`src/rtl/prog_prescaler_pkg.sv`:
```
// Shared constants and helpers for the programmable prescaler.
package prog_prescaler_pkg;

    localparam int DEF_WIDTH = 21;
    localparam int DEF_NCH   = 2;
    localparam int DEF_DIV   = 15;

    // Channel-select bus width; kept at one bit even for a single channel.
    function automatic int chan_sel_width(input int nch);
        return (nch <= 1) ? 1 : $clog2(nch);
    endfunction

endpackage

```
`src/rtl/prescaler_chan.sv`:
```
// One prescaler channel: counter, divisor, clk_out and tick. With
// PROG_PRESCALER_GLITCHFREE_EN a shadow divisor commits at the next wrap or clr.
module prescaler_chan
    import prog_prescaler_pkg::*;
#(
    parameter int WIDTH   = DEF_WIDTH,
    parameter int RST_DIV = DEF_DIV
) (
    input  logic             clk_i,
    input  logic             rst_ni,
    input  logic             en_i,
    input  logic             clr_i,
    input  logic             wr_i,
    input  logic [WIDTH-1:0] val_i,
    output logic             clk_out_o,
    output logic             tick_o,
    output logic             pending_o
);

    logic [WIDTH-1:0] cnt_q, cnt_d;
    logic [WIDTH-1:0] div_q, div_d;
    logic             clk_q, clk_d;
    logic             tick_q, tick_d;
    logic             wrap;

    // The counter never passes the divisor, so the equality test is the only wrap rule.
    assign wrap = en_i && (cnt_q == div_q);

`ifdef PROG_PRESCALER_GLITCHFREE_EN
    logic [WIDTH-1:0] shadow_q, shadow_d;
    logic             pend_q, pend_d;

    always_comb begin
        cnt_d    = cnt_q;
        div_d    = div_q;
        clk_d    = clk_q;
        tick_d   = 1'b0;
        shadow_d = shadow_q;
        pend_d   = pend_q;
        if (clr_i) begin
            cnt_d  = '0;
            clk_d  = 1'b0;
            pend_d = 1'b0;
            if (wr_i) begin
                div_d = val_i;
            end else if (pend_q) begin
                div_d = shadow_q;
            end
        end else begin
            if (wrap) begin
                cnt_d  = '0;
                clk_d  = ~clk_q;
                tick_d = 1'b1;
                if (pend_q) begin
                    div_d  = shadow_q;
                    pend_d = 1'b0;
                end
            end else if (en_i) begin
                cnt_d = cnt_q + WIDTH'(1);
            end
            // A write landing on a wrap only arms the shadow for the following wrap.
            if (wr_i) begin
                shadow_d = val_i;
                pend_d   = 1'b1;
            end
        end
    end

    always_ff @(posedge clk_i or negedge rst_ni) begin
        if (!rst_ni) begin
            shadow_q <= WIDTH'(RST_DIV);
            pend_q   <= 1'b0;
        end else begin
            shadow_q <= shadow_d;
            pend_q   <= pend_d;
        end
    end

    assign pending_o = pend_q;
`else
    always_comb begin
        cnt_d  = cnt_q;
        div_d  = div_q;
        clk_d  = clk_q;
        tick_d = 1'b0;
        if (clr_i) begin
            cnt_d = '0;
            clk_d = 1'b0;
            if (wr_i) begin
                div_d = val_i;
            end
        end else if (wr_i) begin
            div_d = val_i;
            cnt_d = '0;
        end else if (wrap) begin
            cnt_d  = '0;
            clk_d  = ~clk_q;
            tick_d = 1'b1;
        end else if (en_i) begin
            cnt_d = cnt_q + WIDTH'(1);
        end
    end

    assign pending_o = 1'b0;
`endif

    always_ff @(posedge clk_i or negedge rst_ni) begin
        if (!rst_ni) begin
            cnt_q  <= '0;
            div_q  <= WIDTH'(RST_DIV);
            clk_q  <= 1'b0;
            tick_q <= 1'b0;
        end else begin
            cnt_q  <= cnt_d;
            div_q  <= div_d;
            clk_q  <= clk_d;
            tick_q <= tick_d;
        end
    end

    assign clk_out_o = clk_q;
    assign tick_o    = tick_q;

endmodule

```
`src/rtl/prog_prescaler.sv`:
```
// Multi-channel programmable clock prescaler. Define PROG_PRESCALER_GLITCHFREE_EN
// to defer divisor writes to the next half-period boundary.
module prog_prescaler
    import prog_prescaler_pkg::*;
#(
    parameter int WIDTH   = DEF_WIDTH,
    parameter int NCH     = DEF_NCH,
    parameter int DEF_DIV = prog_prescaler_pkg::DEF_DIV
) (
    input  logic                           clk_in,
    input  logic                           rst_n,
    input  logic                           en,
    input  logic                           clr,
    input  logic                           div_wr,
    input  logic [chan_sel_width(NCH)-1:0] div_sel,
    input  logic [WIDTH-1:0]               div_val,
    output logic [NCH-1:0]                 clk_out,
    output logic [NCH-1:0]                 tick,
    output logic [NCH-1:0]                 pending
);

    localparam int SW = chan_sel_width(NCH);

    // Selects at or above NCH match no channel, so such writes vanish.
    for (genvar g = 0; g < NCH; g++) begin : g_chan
        logic wrSel;

        assign wrSel = div_wr && (div_sel == SW'(g));

        prescaler_chan #(
            .WIDTH   (WIDTH),
            .RST_DIV (DEF_DIV)
        ) u_chan (
            .clk_i     (clk_in),
            .rst_ni    (rst_n),
            .en_i      (en),
            .clr_i     (clr),
            .wr_i      (wrSel),
            .val_i     (div_val),
            .clk_out_o (clk_out[g]),
            .tick_o    (tick[g]),
            .pending_o (pending[g])
        );
    end

endmodule
```
`config.mk`:
```
export PLATFORM = sky130hd
export DESIGN_NAME = prog_prescaler
export DESIGN_NICKNAME = d
export VERILOG_FILES = /design/src/rtl/prog_prescaler_pkg.sv /design/src/rtl/prescaler_chan.sv /design/src/rtl/prog_prescaler.sv
export SDC_FILE = /design/constraint.sdc
export NUM_CORES = 1
export LEC_CHECK = 0
export BUFFER_PORTS_ARGS = -buffer_cell sky130_fd_sc_hd__clkbuf_2
export CORE_MARGIN = 2
export CORE_UTILIZATION = 45
export CTS_CLUSTER_SIZE = 10
export DETAILED_ROUTE_END_ITERATION = 16
export SLEW_MARGIN = 10
export SYNTH_ARGS = -nofsm -noshare
export SYNTH_HDL_FRONTEND = slang
export SYNTH_SLANG_ARGS = --single-unit
export TNS_END_PERCENT = 5
```
`constraint.sdc`:
```
create_clock -name clk_in -period 3.2 [get_ports clk_in]
set_input_delay 0.96 -clock clk_in [delete_from_list [all_inputs] [get_ports clk_in]]
set_output_delay 0.96 -clock clk_in [all_outputs]
set_load 0.01 [all_outputs]
```
==> results by group, run 1 <==
Cells and area
  – Final std cells w/o fill: between 600 and 700
  – Layout cell share with drive strength beyond 1: 0.189
  – Core Util, Final: 0.501
  – Register area: 2210 µm²
  – Fill count: roughly 960
  – Final Instance Area: between 5000 and 6000 µm²
  – Area of the multi-input gates: roughly 2200 µm²
  – Area grow syn2layout: 9.87%
  – Nets@finish: roughly 520
  – Most frequent cells in the layout: nand2_1, dfrtp_1, xnor2_1
  – Commonest non-fill, non-tap cell in the layout: nand2_1
  – Antenna cell count: 0

Setup path
  – Critical Path RT: about 3.5 ns
  – Crit path from: g_chan[1].u_chan.cnt_q[17]
  – Crit path max fanout: 40
  – Critical path type: flip-flop to flip-flop
  – Critical Path AT: approximately 2.4 ns
  – Worst r2r src: g_chan[1].u_chan.cnt_q[17]
  – CP startpoint kind: flip-flop
  – Critical Path Sink Type: flip-flop

Logic synthesis
  – Post-Syn Instances: 472
  – Ys async rst share: 1.00
  – Synth Register Bits: 88
  – Synth warn: 0
  – Synth Flop Type: dfrtp_1
  – Yosys cell types: 45
  – Mapped Area: between 4000 and 5000 µm²
  – Avg Cell Area, Syn: between 9 and 10 µm²
  – Number of synthesized flops with an enable pin: 0
  – Seq/Total Area, Yosys: 0.478

Routing
  – Routed wire per std cell: 16.5 µm
  – Residual DRC: 0
  – Via-to-Cell Ratio: 5.41
  – Antenna-violating nets left: 0
  – Starting DRC count in detailed routing: just over 200
  – Vias: around 3400
  – Routed wire length: 10300 µm
  – Pre-antenna DRT Iters: 5

Floorplanning
  – Rows: 37
  – Die area: ~11000 µm²
  – I/O pin cnt: 33
  – CORE AREA: between 10000 and 15000 µm²
  – Starting Density: 0.456
  – Die W: approximately 110 µm
  – Die Y: 105 µm

Global route
  – Largest net degree at the start of global routing: between 40 and 50
  – Overall Global Routing Usage: 0.199
  – Initial antenna violation count: 0
  – Total global routing overflow: 0
  – Global-route wire length before repair: between 15000 and 20000 µm
  – Vias in the first global route: around 3300

Power
  – Lkg Pwr: about 2.3 nW
  – Pwr dens: a little under 500 nW/µm²
  – Int Pwr: between 0.0015 and 0.002 W
  – Comb pwr share: 0.117
  – Clock power share: 0.378
  – Sw Share: 0.245
  – Seq pwr share: 0.506
  – Net Switching: between 0.0006 and 0.0007 W
  – Peak VDD IR: around 0.30 mV

STA
  – Fin Clk Skew: ~0.012 ns
  – FMAX: approximately 0.46 GHz
  – Final Max Tran Viols: 0
  – WHS: 0.473 ns
  – Fin crit share: 0.682
  – Post-route setup TNS: 0 ns
  – RSZ-0062 raised after global routing: no
  – Measured slew at the worst slew-check pin: around 0.63 ns
  – Final Hold Viols: 0
  – Final Critical Period: 2.18 ns
  – Final setup violation count: 0
  – Slew Limit Headroom: 0.581

Job
  – Max cap viols: 0

Run status
  – Status: finished, final reports clean

Placement
  – Placed Instance Area: between 4000 and 5000 µm²
  – Number of I/O port buffers: 30
  – RePlAce Congestion: between 0.8 and 0.9
  – Placed Cells: just over 600
  – Post-DP HPWL: 7360 µm

Clock tree
  – H-Tree Depth: 3
  – CTS Buf Count: 9
  – Number of hold buffers added after cts: 0
  – Max clock buf depth: 2
  – Reg clk slew, reported paths: 0.09 ns
  – Post-CTS resize count: 0
  – Root buf cell: clkbuf_8
  – Clock sinks: 88
  – Setup Fix Bufs, Post-CTS: 0
  – Clock latency on the worst-skew pair: 0.36 ns
  – CTS tree: done

Min path
  – Hold Path Class: flip-flop to flip-flop
  – HP Start: g_chan[1].u_chan.div_q[0]
==> cell families after synthesis <==
group | count (synthesis) | synth area share
buffers and inverters | 40 | 0.0468
XOR/XNOR | 44 | 0.0849
AO/OA/AOI/OAI | 66 | 0.0976
adder cells (fa/ha/maj) | 2 | 0.00541
multiplexers | 35 | 0.0817
AND/OR/NAND/NOR | 196 | 0.204
other | 1 | 0.000811
flip-flops | 88 | 0.478
==> cell usage after synthesis, types with 4 or more instances <==
master	instances	area, µm²
o311ai_1	5	43.8
buf_6	4	45.0
buf_4	6	45.0
nand2_1	90	338
mux2_2	22	248
a21oi_1	22	110
dfstp_2	8	210
xnor2_1	33	289
inv_1	5	18.8
and3_1	12	75.1
nor3_1	5	25.0
a21o_1	10	75.1
nand4_1	18	113
clkbuf_1	13	48.8
and2_1	7	43.8
o21ai_0	8	40.0
xor2_1	10	87.6
dfrtp_1	80	2000
buf_2	8	40.0
mux2i_1	13	130
nand3_1	32	160
nor2_1	17	63.8
a22o_1	12	105
==> layer usage <==
metal,vias to the layer above,part of all wire,GRT usage
met5,-,0,0
met4,0,0.020,0.0657
met3,14,0.035,0.0489
met2,74,0.49,0.320
met1,1654,0.45,0.265
li1,1663,-,-
==> power by group through the flow <==
| stage | Sequential [W] | Clock, W | Combinational (W) |
|---|---|---|---|
| floorplan | 0.00126 | 0 | 0.000201 |
| global placement | 0.00128 | 0 | 0.000289 |
| detailed placement | 0.00128 | 0 | 0.000294 |
| CTS | 0.00126 | 0.000959 | 0.000296 |
| global route | 0.00127 | 0.000997 | 0.000323 |
| finish | 0.00126 | 0.000938 | 0.000289 |
==> area by class of cell <==
| class | count | share of cell area |
|---|---|---|
| Multi-Input combinational cell | 345 | 0.435 |
| Sequential cell | 88 | 0.435 |
| Tap cell | 136 | 0.0335 |
| Timing Repair Buffer | 38 | 0.0443 |
| Clock inverter | 3 | 0.0177 |
| Clock buffer | 13 | 0.0293 |
| Inverter | 6 | 0.00443 |
==> metrics by stage <==
step / worst slack, ns / total power (W)
after floorplan: 1.05 / 0.00146
after global placement: 0.788 / 0.00157
after detailed placement: 0.729 / 0.00157
after CTS: 1.01 / 0.00251
after global routing: 0.848 / 0.00259
final: 1.02 / 0.00248
==> state kept, by name (all words and copies together) (netlist names) <==
register,count
g_chan.u_chan.cnt_q,42
g_chan.u_chan.tick_o,2
g_chan.u_chan.clk_out_o,2
g_chan.u_chan.div_q,42
==> path summary, 6_finish.rpt <==
| path | to | slack (ns) | cells past startpoint |
|---|---|---|---|
| max in group asynchronous | g_chan[0].u_chan.div_q[0] | 1.89 | 2 |
| min reg2reg | g_chan[1].u_chan.div_q[0] | 0.47 | 2 |
| min | g_chan[1].u_chan.div_q[0] | 0.47 | 2 |
| min in group asynchronous | g_chan[1].u_chan.cnt_q[3] | 0.61 | 1 |
| max reg2reg | g_chan[1].u_chan.cnt_q[8] | 1.02 | 7 |
| max | g_chan[1].u_chan.cnt_q[8] | 1.02 | 7 |
==> worst max-delay path, cell delays in order (launching register included) <==
cell and delay, ns:
dfrtp_1 0.44, xor2_1 0.19, nor4_1 0.37, and3_1 0.28, a21oi_2 0.07, buf_4 0.26, and3_1 0.21, a221o_1 0.25
Note: power is estimated with default switching activity, not from simulation.
==> inputs of run 2 (changes only) <==
Settings changed: ABC_AREA set to 1.
Clock period 3.2 ns to 2.3 ns, I/O delays scaled along.
==> results by group, run 2 <==
Run status
  – Status: finished, final reports clean

Floorplanning
  – Die Y: ~110 µm
  – I/O pin cnt: 33
  – Die W: between 100 and 150 µm
  – CORE AREA: roughly 12000 µm²
  – Die area: ~13000 µm²
  – Rows: 40
  – Starting Density: 0.457

Clock tree
  – Setup Fix Bufs, Post-CTS: 0
  – Root buf cell: clkbuf_16
  – Post-CTS resize count: 0
  – H-Tree Depth: 3
  – Clock latency on the worst-skew pair: 0.35 ns
  – Max clock buf depth: 2
  – Clock sinks: 88
  – Number of hold buffers added after cts: 0
  – CTS tree: done
  – CTS Buf Count: 9
  – Reg clk slew, reported paths: around 0.07 ns

Routing
  – DR top layer: met4
  – Pre-antenna DRT Iters: 6
  – Met1 wire length: 6290 µm
  – Residual DRC: 0
  – Routed wire per std cell: around 14 µm
  – Met2 Routed Length: between 6000 and 7000 µm
  – Wire length on met3: between 300 and 400 µm
  – Vias: around 5000
  – Antenna-violating nets left: 0
  – Starting DRC count in detailed routing: roughly 300
  – Routed wire length: around 14000 µm
  – Via-to-Cell Ratio: about 5.0

Setup path
  – Cells along the critical path: ha_1, nand2_1, nor2_2, nand2_1, nor2_1, nand3_1, xor2_1, nand3_1, nand2_1
  – Buf+Inv Stages, Crit Path: 0
  – Reg-to-reg slack, setup: 0.51 ns
  – CP delay by family, top: simple AND/OR/NAND/NOR gates
  – Crit-path max cell delay: approximately 0.45 ns
  – CP startpoint kind: flip-flop
  – Critical Path RT: 2.54 ns
  – Crit path max fanout: 5
  – Critical Path AT: 2.03 ns
  – Worst path slowest cell: dfrtp_1
  – Critical path depth: 9
  – Worst R2R Path Depth: 9
  – Critical path type: flip-flop to flip-flop
  – Most frequent CP cell: nand2_1
  – Critical Path Sink Type: flip-flop

Logic synthesis
  – Mapped Area: around 5400 µm²
  – Post-Syn Instances: 803
  – Synth area leaders: dfrtp_1, nand2_1, inv_1, nor2_1, nand3_1
  – Post-synth top area share: 0.367
  – Post-synthesis simple-gate area fraction: 0.396
  – Post-synth top area cell: dfrtp_1
  – Multiplexer share of the synthesized area: 0
  – Seq/Total Area, Yosys: 0.406
  – Synth top cells by count: nand2_1, inv_1, dfrtp_1
  – Synth Flop Type: dfrtp_1
  – Synth warn: 0
  – Most frequent cell after synthesis: nand2_1
  – Largest family of logic cells by synthesized area: simple AND/OR/NAND/NOR gates
  – XOR/XNOR share of the synthesized area: 0.0514
  – Ys async rst share: 1.00
  – Avg Cell Area, Syn: between 6 and 7 µm²
  – Synth Area in Adders: 0.00459
  – Synth Register Bits: just under 90
  – Number of synthesized flops with an enable pin: 0
  – Compound-Gate Fraction of Synth Area: 0.0473
  – Yosys cell types: 29

STA
  – Fin crit share: 0.776
  – FMAX: between 0.5 and 0.6 GHz
  – Final Hold Viols: 0
  – Measured slew at the worst slew-check pin: between 0.5 and 0.6 ns
  – Fin Clk Skew: roughly 0.0075 ns
  – Setup WS post-layout: slightly above 0.5 ns
  – Slew Limit Headroom: 0.618
  – WHS: ~0.33 ns
  – Post-route setup TNS: 0 ns
  – Final Max Tran Viols: 0
  – Final setup violation count: 0
  – RSZ-0062 raised after global routing: no
  – Final Critical Period: between 1.5 and 2 ns

Global route
  – Vias in the first global route: roughly 4800
  – Overall Global Routing Usage: 0.228
  – Global-route wire length before repair: ~23000 µm
  – Total global routing overflow: 0
  – Initial antenna violation count: 0
  – Largest net degree at the start of global routing: 43

Cells and area
  – Fill count: ~1200
  – Layout cell share with drive strength beyond 1: 0.112
  – Biggest regs: g_chan.u_chan.cnt_q: 42 flops, g_chan.u_chan.div_q: 42 flops
  – Final std cells w/o fill: ~1000
  – Commonest non-fill, non-tap cell in the layout: nand2_1
  – Antenna cell count: 0
  – Most frequent cells in the layout: nand2_1, inv_1, dfrtp_1
  – Area grow syn2layout: 12.0%
  – Nets@finish: 860

Power
  – Peak VDD IR: ~0.44 mV
  – Pwr dens: around 630 nW/µm²
  – Power Total: roughly 0.0039 W
  – Lkg Pwr: 3.15 nW

Min path
  – Hold Path Class: input pin to async pin

Placement
  – Number of I/O port buffers: 30
  – Placed Cells: a little under 1000
  – Worst slack at placement: 0.445 ns
  – Post-DP HPWL: between 10000 and 15000 µm
  – RePlAce Congestion: a little over 0.9

Job
  – Max cap viols: 0
## run 2: changes by cell type after synthesis, moves of 13 or more
cell,before,now
inv_1,5,98
mux2_2,22,0
a21oi_1,22,0
mux2i_1,13,0
o21ai_0,8,45
xnor2_1,33,5
xor2_1,10,27
nand3_1,32,53
nand4_1,18,2
nand2_1,90,323
nor2_1,17,71
nand3b_1,0,17
## run 2: path summary, 6_finish.rpt
check,from,endpoint
worst max-delay path,g_chan[1].u_chan.cnt_q[1],g_chan[1].u_chan.cnt_q[20]
max in group asynchronous,rst_n,g_chan[1].u_chan.div_q[0]
min in group clk_in,g_chan[1].u_chan.div_q[2],g_chan[1].u_chan.div_q[2]
worst min-delay path,rst_n,g_chan[1].u_chan.cnt_q[17]
worst min register to register,g_chan[1].u_chan.div_q[2],g_chan[1].u_chan.div_q[2]
worst max register to register,g_chan[1].u_chan.cnt_q[1],g_chan[1].u_chan.cnt_q[20]
## run 2: metrics by stage
stage | utilization | area [µm²]
2_1_floorplan | - | 5450
3_3_place_gp | 0.485 | 5780
3_5_place_dp | 0.485 | 5780
4_1_cts | 0.512 | 6100
5_1_grt | 0.512 | 6100
6_report | 0.512 | 6100
## run 2: layout make-up
| cell class | count | area [µm²] | area share |
|---|---|---|---|
| Clock inverter | 4 | 77.6 | 0.0127 |
| Sequential cell | 88 | 2210 | 0.363 |
| Tap cell | 147 | 184 | 0.0302 |
| Multi-Input combinational cell | 589 | 2740 | 0.449 |
| Timing Repair Buffer | 43 | 263 | 0.0431 |
| Clock buffer | 12 | 246 | 0.0404 |
| Inverter | 100 | 375 | 0.0615 |
## run 2: power by group
part           total, W  switching (W)  internal, W
Sequential      0.00173      0.0000698      0.00166
Clock           0.00162       0.000628     0.000987
Combinational  0.000523       0.000345     0.000178
Total           0.00387        0.00104      0.00283
## run 2: per-layer routing
metal | vias up | track usage
met5 | - | 0
met4 | 0 | 0.105
met3 | 28 | 0.0287
met2 | 91 | 0.382
met1 | 2321 | 0.295
li1 | 2514 | -
## run 2: cell families after synthesis
group	count (synthesis)
AOI/OAI and AO/OA	50
DFF	88
and+or+nand+nor	503
buffers and inverters	127
other	1
xor gates and xnor gates	32
adders and majority gates	2
